<file path="config.mk">
export PLATFORM = sky130hd
export DESIGN_NAME = present80_inv_keysched
export DESIGN_NICKNAME = d
export VERILOG_FILES = /design/src/rtl/present80_inv_keysched.sv
export SDC_FILE = /design/constraint.sdc
export NUM_CORES = 1
export LEC_CHECK = 0
export ABC_AREA = 1
export BUFFER_PORTS_ARGS = -buffer_cell sky130_fd_sc_hd__buf_2
export CORE_MARGIN = 3
export CORE_UTILIZATION = 47
export DETAILED_ROUTE_END_ITERATION = 7
export GPL_TIMING_DRIVEN = 0
export PLACE_DENSITY = 0.78
export SLEW_MARGIN = 30
export SYNTH_ARGS = -nofsm -noshare
export SYNTH_HDL_FRONTEND = slang
export SYNTH_SLANG_ARGS = --single-unit
export TNS_END_PERCENT = 1
</file>
<file path="constraint.sdc">
create_clock -name clk -period 4.5 [get_ports clk]
set_input_delay 1.35 -clock clk [delete_from_list [all_inputs] [get_ports clk]]
set_output_delay 1.35 -clock clk [all_outputs]
set_load 0.1 [all_outputs]
</file>
<file path="src/rtl/present80_inv_keysched.sv">
`default_nettype none
// ============================================================================
// Module      : present80_inv_keysched
// Description : PRESENT-80 decryption round-key generator. Expands the master
//               key forward through all 31 schedule updates, then walks the
//               schedule backwards to serve round keys K32..K1 over a
//               valid/ready handshake. Only one 80-bit key state is held.
// Revision    : 1.0 - initial release
// ============================================================================
module present80_inv_keysched (
    input  logic        clk,
    input  logic        rst,
    input  logic        start,
    input  logic [79:0] key_in,
    input  logic        rk_ready,
    output logic [63:0] rk_out,
    output logic [5:0]  rk_idx,
    output logic        rk_valid,
    output logic        busy,
    output logic        done
);

    typedef enum logic [1:0] {
        S_IDLE   = 2'd0,
        S_EXPAND = 2'd1,
        S_OUT    = 2'd2
    } state_t;

    state_t      state_q;
    logic [79:0] key_q;
    logic [5:0]  cnt_q;
    logic        done_q;

    logic [79:0] key_fwd_d;
    logic [79:0] key_inv_d;
    logic [4:0]  cnt_dec_d;

    function automatic logic [3:0] sbox(input logic [3:0] x);
        logic [3:0] y;
        case (x)
            4'h0: y = 4'hC;  4'h1: y = 4'h5;  4'h2: y = 4'h6;  4'h3: y = 4'hB;
            4'h4: y = 4'h9;  4'h5: y = 4'h0;  4'h6: y = 4'hA;  4'h7: y = 4'hD;
            4'h8: y = 4'h3;  4'h9: y = 4'hE;  4'hA: y = 4'hF;  4'hB: y = 4'h8;
            4'hC: y = 4'h4;  4'hD: y = 4'h7;  4'hE: y = 4'h1;  default: y = 4'h2;
        endcase
        return y;
    endfunction

    function automatic logic [3:0] sbox_inv(input logic [3:0] x);
        logic [3:0] y;
        case (x)
            4'h0: y = 4'h5;  4'h1: y = 4'hE;  4'h2: y = 4'hF;  4'h3: y = 4'h8;
            4'h4: y = 4'hC;  4'h5: y = 4'h1;  4'h6: y = 4'h2;  4'h7: y = 4'hD;
            4'h8: y = 4'hB;  4'h9: y = 4'h4;  4'hA: y = 4'h6;  4'hB: y = 4'h3;
            4'hC: y = 4'h0;  4'hD: y = 4'h7;  4'hE: y = 4'h9;  default: y = 4'hA;
        endcase
        return y;
    endfunction

    // Forward step: rotate left 61, S-box the top nibble, mix in the counter.
    function automatic logic [79:0] fwd_update(input logic [79:0] k, input logic [4:0] i);
        logic [79:0] r;
        r          = {k[18:0], k[79:19]};
        r[79:76]   = sbox(r[79:76]);
        r[19:15]   = r[19:15] ^ i;
        return r;
    endfunction

    // Exact inverse of fwd_update, undoing its three steps in reverse order.
    function automatic logic [79:0] inv_update(input logic [79:0] k, input logic [4:0] i);
        logic [79:0] r;
        r          = k;
        r[19:15]   = r[19:15] ^ i;
        r[79:76]   = sbox_inv(r[79:76]);
        r          = {r[60:0], r[79:61]};
        return r;
    endfunction

    // Counter used by the inverse step is cnt-1; at cnt=32 the 5-bit wrap gives 31.
    assign cnt_dec_d = cnt_q[4:0] - 5'd1;
    assign key_fwd_d = fwd_update(key_q, cnt_q[4:0]);
    assign key_inv_d = inv_update(key_q, cnt_dec_d);

    // Control FSM with key register, round counter and registered done pulse.
    always_ff @(posedge clk or posedge rst) begin
        if (rst) begin
            state_q <= S_IDLE;
            key_q   <= 80'd0;
            cnt_q   <= 6'd0;
            done_q  <= 1'b0;
        end else begin
            done_q <= 1'b0;
            case (state_q)
                S_IDLE: begin
                    if (start) begin
                        key_q   <= key_in;
                        cnt_q   <= 6'd1;
                        state_q <= S_EXPAND;
                    end
                end
                S_EXPAND: begin
                    key_q <= key_fwd_d;
                    cnt_q <= cnt_q + 6'd1;
                    if (cnt_q == 6'd31) begin
                        state_q <= S_OUT;
                    end
                end
                S_OUT: begin
                    if (rk_ready) begin
                        if (cnt_q == 6'd1) begin
                            cnt_q   <= 6'd0;
                            done_q  <= 1'b1;
                            state_q <= S_IDLE;
                        end else begin
                            key_q <= key_inv_d;
                            cnt_q <= cnt_q - 6'd1;
                        end
                    end
                end
                default: begin
                    state_q <= S_IDLE;
                end
            endcase
        end
    end

    // Outputs are decoded from registers only; nothing depends on rk_ready.
    assign rk_out   = key_q[79:16];
    assign rk_valid = (state_q == S_OUT);
    assign rk_idx   = rk_valid ? cnt_q : 6'd0;
    assign busy     = (state_q != S_IDLE);
    assign done     = done_q;

endmodule
`default_nettype wire

</file>
Yosys cells after proc, flatten, opt, wreduce, memory -nomap -nowiden
Memory sizes are Yosys's and may differ from the RTL's.
Cells that the tools add are included.
{"block": "totals", "regBits": 89, "mem_bits_ro": 128, "inputBits": 84, "word_cells": 43, "memories": 2}
{"block": "classes", "addsub": 3, "n_eq_ne": 9, "n_mux": 17, "bitwise": 2, "n_reduce_logical": 6}
{"name": "(no name shown)", "depth": 16, "width": 4, "read_ports": 1, "rd_ports_with_merged_regs": 0, "wr": 0, "line": "51", "rtl": "case (x)"}
{"name": "(no name shown)", "depth": 16, "width": 4, "read_ports": 1, "rd_ports_with_merged_regs": 0, "wr": 0, "line": "40", "rtl": "case (x)"}
{"cell": "$mux 80", "count": 3}
{"cell": "$pmux 80 s3", "count": 1}
{"cell": "$mux 6", "count": 4}
{"cell": "$pmux 6 s3", "count": 1}
{"cell": "$xor 5x5->5", "count": 2}
{"cell": "$mux 2", "count": 4}
{"cell": "$ne 2x2->1 const B", "count": 4}
{"cell": "$reduce_and 4->1", "count": 2}
{"cell": "$add 6x1->6 const B", "count": 1}
{"cell": "$eq 6x1->1 const B", "count": 1}
{"cell": "$eq 6x5->1 const B", "count": 1}
{"cell": "$pmux 2 s3", "count": 1}
{"cell": "$sub 6x1->6 const B", "count": 1}
{"cell": "$sub 5x1->5 const B", "count": 1}
{"cell": "$mux 1", "count": 3}
{"cell": "$reduce_and 3->1", "count": 1}
{"cell": "$reduce_bool 3->1", "count": 1}
{"cell": "$eq 2x1->1 const B", "count": 1}
{"cell": "$eq 2x2->1 const B", "count": 1}
{"cell": "$logic_not 2->1", "count": 1}
{"cell": "$ne 2x1->1 const B", "count": 1}
{"cell": "$reduce_bool 2->1", "count": 1}

Depth between registers and ports, before layout
Gate-level depths: netlist of the first run.
{"block": "logic_depth", "word_depth": 5, "ltp_mapped": 11, "depth_no_buf": 10}

Least setup slack after synthesis of the first run
OpenSTA, ideal clock, no wires.
{"block": "synth_timing", "kind": "reg-to-output", "start": "register state_q[0]", "end": "output rk_idx[0]", "arrival_ns": 2.571, "required_time_ns": 3.150, "slack_ns": 0.579, "stages_incl_launch_ff": 8, "path_buffers": 3, "path_cell_list": "dfrtp_1 inv_1 ha_1 buf_6 buf_2 buf_2 nand2_1 inv_1"}
{"block": "synth_via", "elab_chain_cells": 2}
{"element": "start, declared", "line": "29", "rtl": "state_t state_q;"}
{"element": "start signal, assigned", "line": "87", "rtl": "state_q <= S_IDLE;"}
{"element": "start signal, assigned", "line": "98", "rtl": "state_q <= S_EXPAND;"}
{"element": "start signal, assigned", "line": "105", "rtl": "state_q <= S_OUT;"}
{"element": "$eq 2x2->1", "line": "129", "rtl": "assign rk_valid = (state_q == S_OUT);"}
{"element": "named net rk_valid", "line": "18", "rtl": "output logic rk_valid,"}
{"element": "$mux 6", "line": "130", "rtl": "assign rk_idx = rk_valid ? cnt_q : 6'd0;"}
{"element": "end, declared", "line": "17", "rtl": "output logic [5:0] rk_idx,"}
The timed path passes the listed nets, and every way through them passes these cells.

Worst setup path after layout of the first run
{"block": "layout_timing", "start": "register state_q[0]", "end": "output rk_idx[0]"}
{"block": "layout_via", "elab_chain_cells": 2}
{"element": "$eq 2x2->1", "line": "129"}
{"element": "$mux 6", "line": "130"}
No other way between the ends.

==> impl_metrics.yaml, run 1 <==
hold_path:
  hold-path-cell-count: 2
  min_to: "key_q[7]$_DFFE_PP0P_"
  min_path_type: "register to register"
  holdCritStartpoint: "key_q[7]$_DFFE_PP0P_"
clock_tree:
  cts_tree: "done"
  cts_setup_buffers: 0
  clk_pin_slew_ns: 0.07
  root_buffer: "clkbuf_16"
  clock_sinks: 89
  clk_latency_ns: 0.36
  postCtsResizedCells: 0
  holdBufCountCts: 0
  htreeDepth: 3
  cts_buffers: 9
  cts.path.max_buffers: 2
timing:
  fin_crit_ns: 3.66
  fmax_ghz: 0.273
  setup_violations: 0
  finalSetupTns_ns: 0
  drv_slew: 0
  finalCritPeriodShare_pct: 81.4
  slew_headroom_pct: 56.4
  hold_violations: 0
  worst_slew_pin_slew_ns: 0.655
  skew_ns: 0.00712
  layout_setup_ws_ns: 0.839
  rsz0062_at_grt: "no"
die:
  die_x_um: 126
  start_util_pct: 48.5
  die_area_um2: 15900
  core_um2: 14000
  io_pins: 157
  rows: 43
  die_y_um: 126
global_routing:
  grt_usage_pct: 27.6
  gr-total-overflow: 0
  grt_pass1_wl_um: 34600
  grt_pass1_vias: 6434
  grt_antenna_before_repair: 0
  grt_max_degree: 51
detailed_routing:
  drcViolationCount: 0
  vias: 7046
  first_iter_violations: 1023
  wl_per_cell_um: 17.7
  wirelength_um: 22200
  viasPerCell: 5.60
  first_pass_iters: 6
  ant_nets: 0
worst_setup_path:
  reg2reg_to: "key_q[52]$_DFFE_PP0P_"
  worstReg2RegStart: "state_q[1]$_DFFE_PP0P_"
  cp_slowest_stage_delay_ns: 0.41
  slowest_stage: "dfrtp_1"
  worstPathArrival_ns: 2.31
  start_kind: "register"
  cp-end-kind: "primary output"
  cp_max_fo: 10
  crit_top_cell: "buf_2"
  critical_path_class: "register to primary output"
  reg2regPathDepth: 8
  crit_path_cell_trace: "inv_1 > ha_1 > buf_6 > buf_2 > buf_2 > nand2_1 > inv_1 > buf_2"
  required_ns: 3.15
  r2r_slack_ns: 2.44
placement:
  place_area_um2: 7820
  place_ws_ns: 1.24
  gp_congestion: 0.936
  portBuffers: 156
  hpwl_um: 16500
final_layout:
  n_antenna_cell: 0
  fin_area_um2: 8120
  nets: 1176
  layout_common_cells: "nand2_1 (377), buf_2 (181), nand3_1 (96)"
  layout_commonest_cell: "nand2_1"
  drive_gt1_share_pct: 33.3
  area_delta_synth_final_pct: 19.7
synth:
  syn_nets: 1008
  synth-seq-cells: 89
  ys_seq_area_share_pct: 32.8
  synthCells: 905
  synth_cell_types: 31
  synth_warnings: 0
  syn_area_um2: 6780
  avgSynthCellArea_um2: 7.49
run:
  drv_cap: 0
run_status:
  status: "complete, no violations"
==> metal layers <==
layer / up-vias / share of wire (%) / track usage [%]
met5: - / 0 / 0
met4: 0 / 3.5 / 12.1
met3: 63 / 12 / 5.34
met2: 489 / 46 / 42.9
met1: 3262 / 39 / 37.6
li1: 3232 / - / -
==> registers in the layout, summed over array words and instances, names as in the netlist <==
name / count
key_q: 80
done: 1
cnt_q: 6
state_q: 2
==> how the worst max path moves through the flow <==
stage                           start               endpoint  slack (ns)  cells past startpoint
2_1_floorplan  state_q[0]$_DFFE_PP0P_              rk_idx[0]        0.58                      7
3_3_place_gp                      rst  key_q[76]$_DFFE_PP0P_       -0.37                      2
3_5_place_dp   state_q[0]$_DFFE_PP0P_              rk_idx[0]        1.24                      8
4_1_cts        state_q[0]$_DFFE_PP0P_              rk_idx[0]        0.85                      8
5_1_grt        state_q[0]$_DFFE_PP0P_              rk_idx[4]        0.70                      8
6_report       state_q[0]$_DFFE_PP0P_              rk_idx[0]        0.84                      8
==> cell families after synthesis <==
kind of cell,count (synthesis),synth area share [%]
and+or+nand+nor,514,31.7
buffers and inverters,160,15.3
AOI/OAI and AO/OA,123,16.6
DFF,89,32.8
adders and majority gates,19,3.51
==> cells in the mapped netlist (all sizes together) <==
cell type | number | area (um^2)
clkbuf | 18 | 67.6
nand2 | 380 | 1450
inv | 38 | 155
clkinv | 1 | 5.00
dfrtp | 89 | 2230
or2 | 1 | 6.26
nand3 | 97 | 490
ha | 19 | 238
a21oi | 21 | 105
nor2 | 32 | 144
nand3b | 2 | 31.3
nand4 | 2 | 27.5
o22ai | 2 | 12.5
o211ai | 67 | 833
buf | 103 | 810
o21ai | 33 | 176
==> worst max-delay path: cells and delay by family, from the launching register on <==
kind	cells	cell delay (ns)
adders and majority gates	1	0.19
buffers and inverters	6	1.26
DFF	1	0.41
and+or+nand+nor	1	0.08
==> metrics by stage <==
step | instances | hold slack, ns | utilization [%]
after floorplan | 905 | 0.471 | -
after global placement | 1241 | 0.491 | 55.7
after detailed placement | 1242 | 0.491 | 55.9
after CTS | 1258 | 0.509 | 58.0
after global routing | 1258 | 0.528 | 58.0
final | 1258 | 0.513 | 58.0
==> layout make-up <==
| class | instances | area [um^2] |
|---|---|---|
| inverters | 39 | 165 |
| flip-flops and latches | 89 | 2230 |
| fillers | 1320 | 5870 |
| plain buffers | 121 | 877 |
| repair buffers | 157 | 808 |
| multi-input cells | 656 | 3520 |
| well taps | 180 | 225 |
| clock inverters | 6 | 67.6 |
| clock buffers | 10 | 229 |
Power of run 1 is not shown: default switching activity piles up to over one toggle a cycle in this logic, so the estimate is an artifact.
==> run 2, diff against run 1 <==
==> constraint.sdc (replaced) <==
create_clock -name clk -period 3.4 [get_ports clk]
set_input_delay 1.02 -clock clk [delete_from_list [all_inputs] [get_ports clk]]
set_output_delay 1.02 -clock clk [all_outputs]
set_load 0.1 [all_outputs]
==> run 2 against run 1 <==
  * Register-to-register slack got worse by 1.2 ns
  * Largest cell class unchanged
  * Highest routed layer unchanged
  * Die area unchanged
  * Setup slack got worse by 0.67 ns
  * Critical path type unchanged
  * Routed wire length decreased by 0.51%
  * Non-clock buffer count unchanged
==> impl_metrics.yaml, run 2 (same netlist as run 1, synthesis figures left out) <==
run_status:
  status: "complete, no violations"
final_layout:
  layout_common_cells: "nand2_1 (377), buf_2 (175), nand3_1 (96)"
  layout_commonest_cell: "nand2_1"
  drive_gt1_share_pct: 33.5
  largest_register_ffs: 80
  area_delta_synth_final_pct: 20.1
  n_antenna_cell: 0
  num-fill-cells: 1304
  nets: 1176
  multi_input_area_um2: 3520
  largest_registers: "key_q x80, cnt_q x6, state_q x2"
  largest-register: "key_q"
  register_area_um2: 2230
die:
  core_um2: 14000
  start_util_pct: 48.5
  rows: 43
  die_y_um: 126
  die_area_um2: 15900
  io_pins: 157
  die_x_um: 126
timing:
  skew_ns: 0.00530
  layout_setup_ws_ns: 0.166
  fin_crit_ns: 3.23
  setup_violations: 0
  slew_headroom_pct: 57.8
  drv_slew: 0
  finalCritPeriodShare_pct: 95.1
  fmax_ghz: 0.309
  worst_slew_pin_slew_ns: 0.634
  rsz0062_at_grt: "no"
  hold_violations: 0
detailed_routing:
  vias: 6914
  ant_nets: 0
  wirelength_um: 22100
  first_pass_iters: 5
  viasPerCell: 5.50
  wl_per_cell_um: 17.6
  drcViolationCount: 0
  first_iter_violations: 932
global_routing:
  grt_usage_pct: 27.2
  gr-total-overflow: 0
  grt-busiest-layer: "met2"
  grt_max_degree: 46
  grtUsageMet2_pct: 43.4
  grt_util_met3_pct: 6.11
  grtUsageMet1_pct: 36.7
  grt_antenna_before_repair: 0
  grt_pass1_vias: 6345
  grt_pass1_wl_um: 34000
worst_setup_path:
  required_ns: 2.38
  critical_path_class: "register to primary output"
  cp-end-kind: "primary output"
  cp_max_fo: 10
  start_kind: "register"
  critPathTopFamily: "buffers and inverters"
  worstPathArrival_ns: 2.21
  cp_slowest_stage_delay_ns: 0.42
  slowest_stage: "dfrtp_1"
  crit_path_cell_trace: "inv_1 > ha_2 > buf_6 > buf_2 > buf_2 > nand2_1 > inv_1 > clkbuf_4"
  critPathBufInv: 6
clock_tree:
  clk_latency_ns: 0.36
  cts_tree: "done"
  root_buffer: "clkbuf_16"
  cts.path.max_buffers: 2
  holdBufCountCts: 0
  clk_pin_slew_ns: 0.07
  cts_buffers: 9
  clock_sinks: 89
  cts_setup_buffers: 0
  postCtsResizedCells: 0
  htreeDepth: 3
placement:
  hpwl_um: 16400
  portBuffers: 156
  place_ws_ns: 0.452
  gp_congestion: 0.929
hold_path:
  min_path_type: "register to register"
run:
  drv_cap: 0
run 2: tightest hold or removal path, cell delays in order, from the launching register on:
cell	delay (ns)
dfrtp_1	0.36
nand2_1	0.06
nand2_1	0.05
run 2: layer usage:
| layer | wire length [um] | vias up |
|---|---|---|
| met3 | 2380 | 61 |
| li1 | - | 3219 |
| met2 | 10100 | 456 |
| met4 | 650 | 0 |
| met1 | 8960 | 3178 |
| met5 | 0 | - |
run 2: per-stage QoR:
stage | utilization [%] | hold slack (ns) | setup TNS (ns) | instances | area, um^2
detailed placement | 55.9 | 0.488 | 0 | 1242 | 7820
global placement | 55.7 | 0.490 | -102.07 | 1241 | 7790
global route | 58.2 | 0.526 | 0 | 1258 | 8140
floorplan | - | 0.471 | 0 | 905 | 6780
finish | 58.2 | 0.507 | 0 | 1258 | 8140
CTS | 58.1 | 0.507 | 0 | 1258 | 8130
run 2: area by class of cell:
class	count	area share, %
inverter	39	2.03
timing repair buffer	157	10.1
buffer	121	10.8
clock inverter	6	0.814
tap	180	2.77
clock buffer	10	2.93
multi-input combinational	656	43.2
sequential	89	27.4
run 2: path summary, 6_finish.rpt:
kind	startpoint	cells past startpoint	to	slack, ns
max in group asynchronous	rst	3	key_q[76]$_DFFE_PP0P_	2.15
hold / removal	key_q[9]$_DFFE_PP0P_	2	key_q[9]$_DFFE_PP0P_	0.51
hold reg to reg	key_q[9]$_DFFE_PP0P_	2	key_q[9]$_DFFE_PP0P_	0.51
setup reg to reg	state_q[1]$_DFFE_PP0P_	8	key_q[51]$_DFFE_PP0P_	1.28
min in group asynchronous	rst	2	key_q[51]$_DFFE_PP0P_	0.67
setup / recovery	state_q[0]$_DFFE_PP0P_	8	rk_idx[1]	0.17
Power of run 2 is left out for the same reason.
==> run 3, diff against run 2 <==
--- a/config.mk
+++ b/config.mk
@@ -9,6 +9,7 @@
 export BUFFER_PORTS_ARGS = -buffer_cell sky130_fd_sc_hd__buf_2
 export CORE_MARGIN = 3
 export CORE_UTILIZATION = 47
+export CTS_BUF_LIST = sky130_fd_sc_hd__clkbuf_4
 export DETAILED_ROUTE_END_ITERATION = 7
 export GPL_TIMING_DRIVEN = 0
 export PLACE_DENSITY = 0.78
==> constraint.sdc (replaced) <==
create_clock -name clk -period 4.03 [get_ports clk]
set_input_delay 1.209 -clock clk [delete_from_list [all_inputs] [get_ports clk]]
set_output_delay 1.209 -clock clk [all_outputs]
set_load 0.1 [all_outputs]
==> run 3 against run 2 <==
  * Setup slack gained 0.21 ns
  * Utilization shrank 1.3 points
  * Flip-flop and latch count is the same
  * Register-to-register slack gained 0.67 ns
  * Sequential share of layout area grew 0.62 points
  * Critical path type unchanged
  * Largest cell class unchanged
==> impl_metrics.yaml, run 3 (same netlist as run 1, synthesis figures left out) <==
timing:
  fmax_ghz: 0.274
  hold_violations: 0
  finalCritPeriodShare_pct: 90.6
  worst_slew_pin_slew_ns: 0.644
  drv_slew: 0
  skew_ns: 0.0177
  layout_setup_ws_ns: 0.378
  rsz0062_at_grt: "no"
  slew_headroom_pct: 57.1
  fin_crit_ns: 3.65
  setup_violations: 0
  finalSetupTns_ns: 0
placement:
  portBuffers: 156
  hpwl_um: 16500
  gp_congestion: 0.936
  place_ws_ns: 0.915
global_routing:
  grt_pass1_vias: 6393
  gr-total-overflow: 0
  grt_antenna_before_repair: 0
  grt_pass1_wl_um: 34400
  grt_usage_pct: 27.5
  grt_max_degree: 51
die:
  start_util_pct: 48.5
  die_x_um: 126
  die_area_um2: 15900
  die_y_um: 126
  rows: 43
  core_um2: 14000
  io_pins: 157
clock_tree:
  clk_latency_ns: 0.47
  postCtsResizedCells: 0
  cts.path.max_buffers: 2
  cts_tree: "done"
  root_buffer: "clkbuf_4"
  cts_setup_buffers: 0
  clk_pin_slew_ns: 0.15
  clock_sinks: 89
  cts_buffers: 9
  htreeDepth: 3
  holdBufCountCts: 0
detailed_routing:
  wl_per_cell_um: 17.7
  vias: 7006
  drcViolationCount: 0
  ant_nets: 0
  wirelength_um: 22200
  viasPerCell: 5.57
  first_iter_violations: 912
  first_pass_iters: 7
worst_setup_path:
  cp_max_fo: 10
  worstPathArrival_ns: 2.44
  slowest_stage: "dfrtp_1"
  required_ns: 2.82
  critPathTopFamily: "buffers and inverters"
  critPathBufInv: 6
  crit_top_cell: "buf_2"
  cp_slowest_stage_delay_ns: 0.44
  cp-end-kind: "primary output"
  critical_path_class: "register to primary output"
  crit_path_cell_trace: "inv_1 > ha_1 > buf_6 > buf_2 > buf_2 > nand2_1 > inv_1 > buf_2"
  start_kind: "register"
final_layout:
  layout_commonest_cell: "nand2_1"
  largest_registers: "key_q x80, cnt_q x6, state_q x2"
  area_delta_synth_final_pct: 17.4
  n_antenna_cell: 0
  largest_register_ffs: 80
  layout_common_cells: "nand2_1 (377), buf_2 (181), nand3_1 (96)"
  largest-register: "key_q"
  nets: 1176
  num-fill-cells: 1353
  drive_gt1_share_pct: 33.4
hold_path:
  min_path_type: "register to register"
run_status:
  status: "complete, no violations"
run:
  drv_cap: 0
-- run 3: cell types whose count changed in the layout (fill, tap and decap cells not counted) --
cell,previous run,this run
buf_2,175,181
clkbuf_16,9,0
clkbuf_4,6,10
clkbuf_8,1,0
clkinv_4,0,1
clkinvlp_4,3,2
ha_1,18,19
ha_2,1,0
-- run 3: through the flow --
stage	cell area, um^2	utilization, %	hold slack, ns	cells
2_1_floorplan	6780	-	0.471	905
3_3_place_gp	7790	55.7	0.491	1241
3_5_place_dp	7820	55.9	0.491	1242
4_1_cts	7960	56.9	0.527	1258
5_1_grt	7960	56.9	0.547	1258
6_report	7960	56.9	0.530	1258
-- run 3: cell type report --
cell class	instances	area [um^2]	area share [%]
multi-input cells	656	3520	44.2
clock inverters	6	67.6	0.849
well taps	180	225	2.83
plain buffers	121	877	11.0
clock buffers	10	75.1	0.943
flip-flops and latches	89	2230	28.0
repair buffers	157	808	10.2
inverters	39	165	2.07
-- run 3: worst paths after layout --
path                                              from                    end  slack (ns)  depth (start not counted)
worst min-delay path              key_q[7]$_DFFE_PP0P_   key_q[7]$_DFFE_PP0P_        0.53                          2
max in group asynchronous                          rst  key_q[14]$_DFFE_PP0P_        2.72                          3
worst max-delay path            state_q[0]$_DFFE_PP0P_              rk_idx[0]        0.38                          8
worst max register to register  state_q[1]$_DFFE_PP0P_  key_q[52]$_DFFE_PP0P_        1.95                          8
min in group asynchronous                          rst  key_q[30]$_DFFE_PP0P_        0.72                          2
worst min register to register    key_q[7]$_DFFE_PP0P_   key_q[7]$_DFFE_PP0P_        0.53                          2
-- run 3: tightest hold or removal path, stage by stage, from the launching register on --
cell	delay (ns)
dfrtp_1	0.39
nand2_1	0.06
nand2_1	0.06
-- run 3: layer usage --
metal	track usage (%)	vias up	part of all wire, %
met5	0	-	0
met4	11.2	0	3.5
met3	5.64	65	12
met2	42.8	461	45
met1	37.4	3257	40
li1	-	3223	-
Power of run 3 is left out for the same reason.
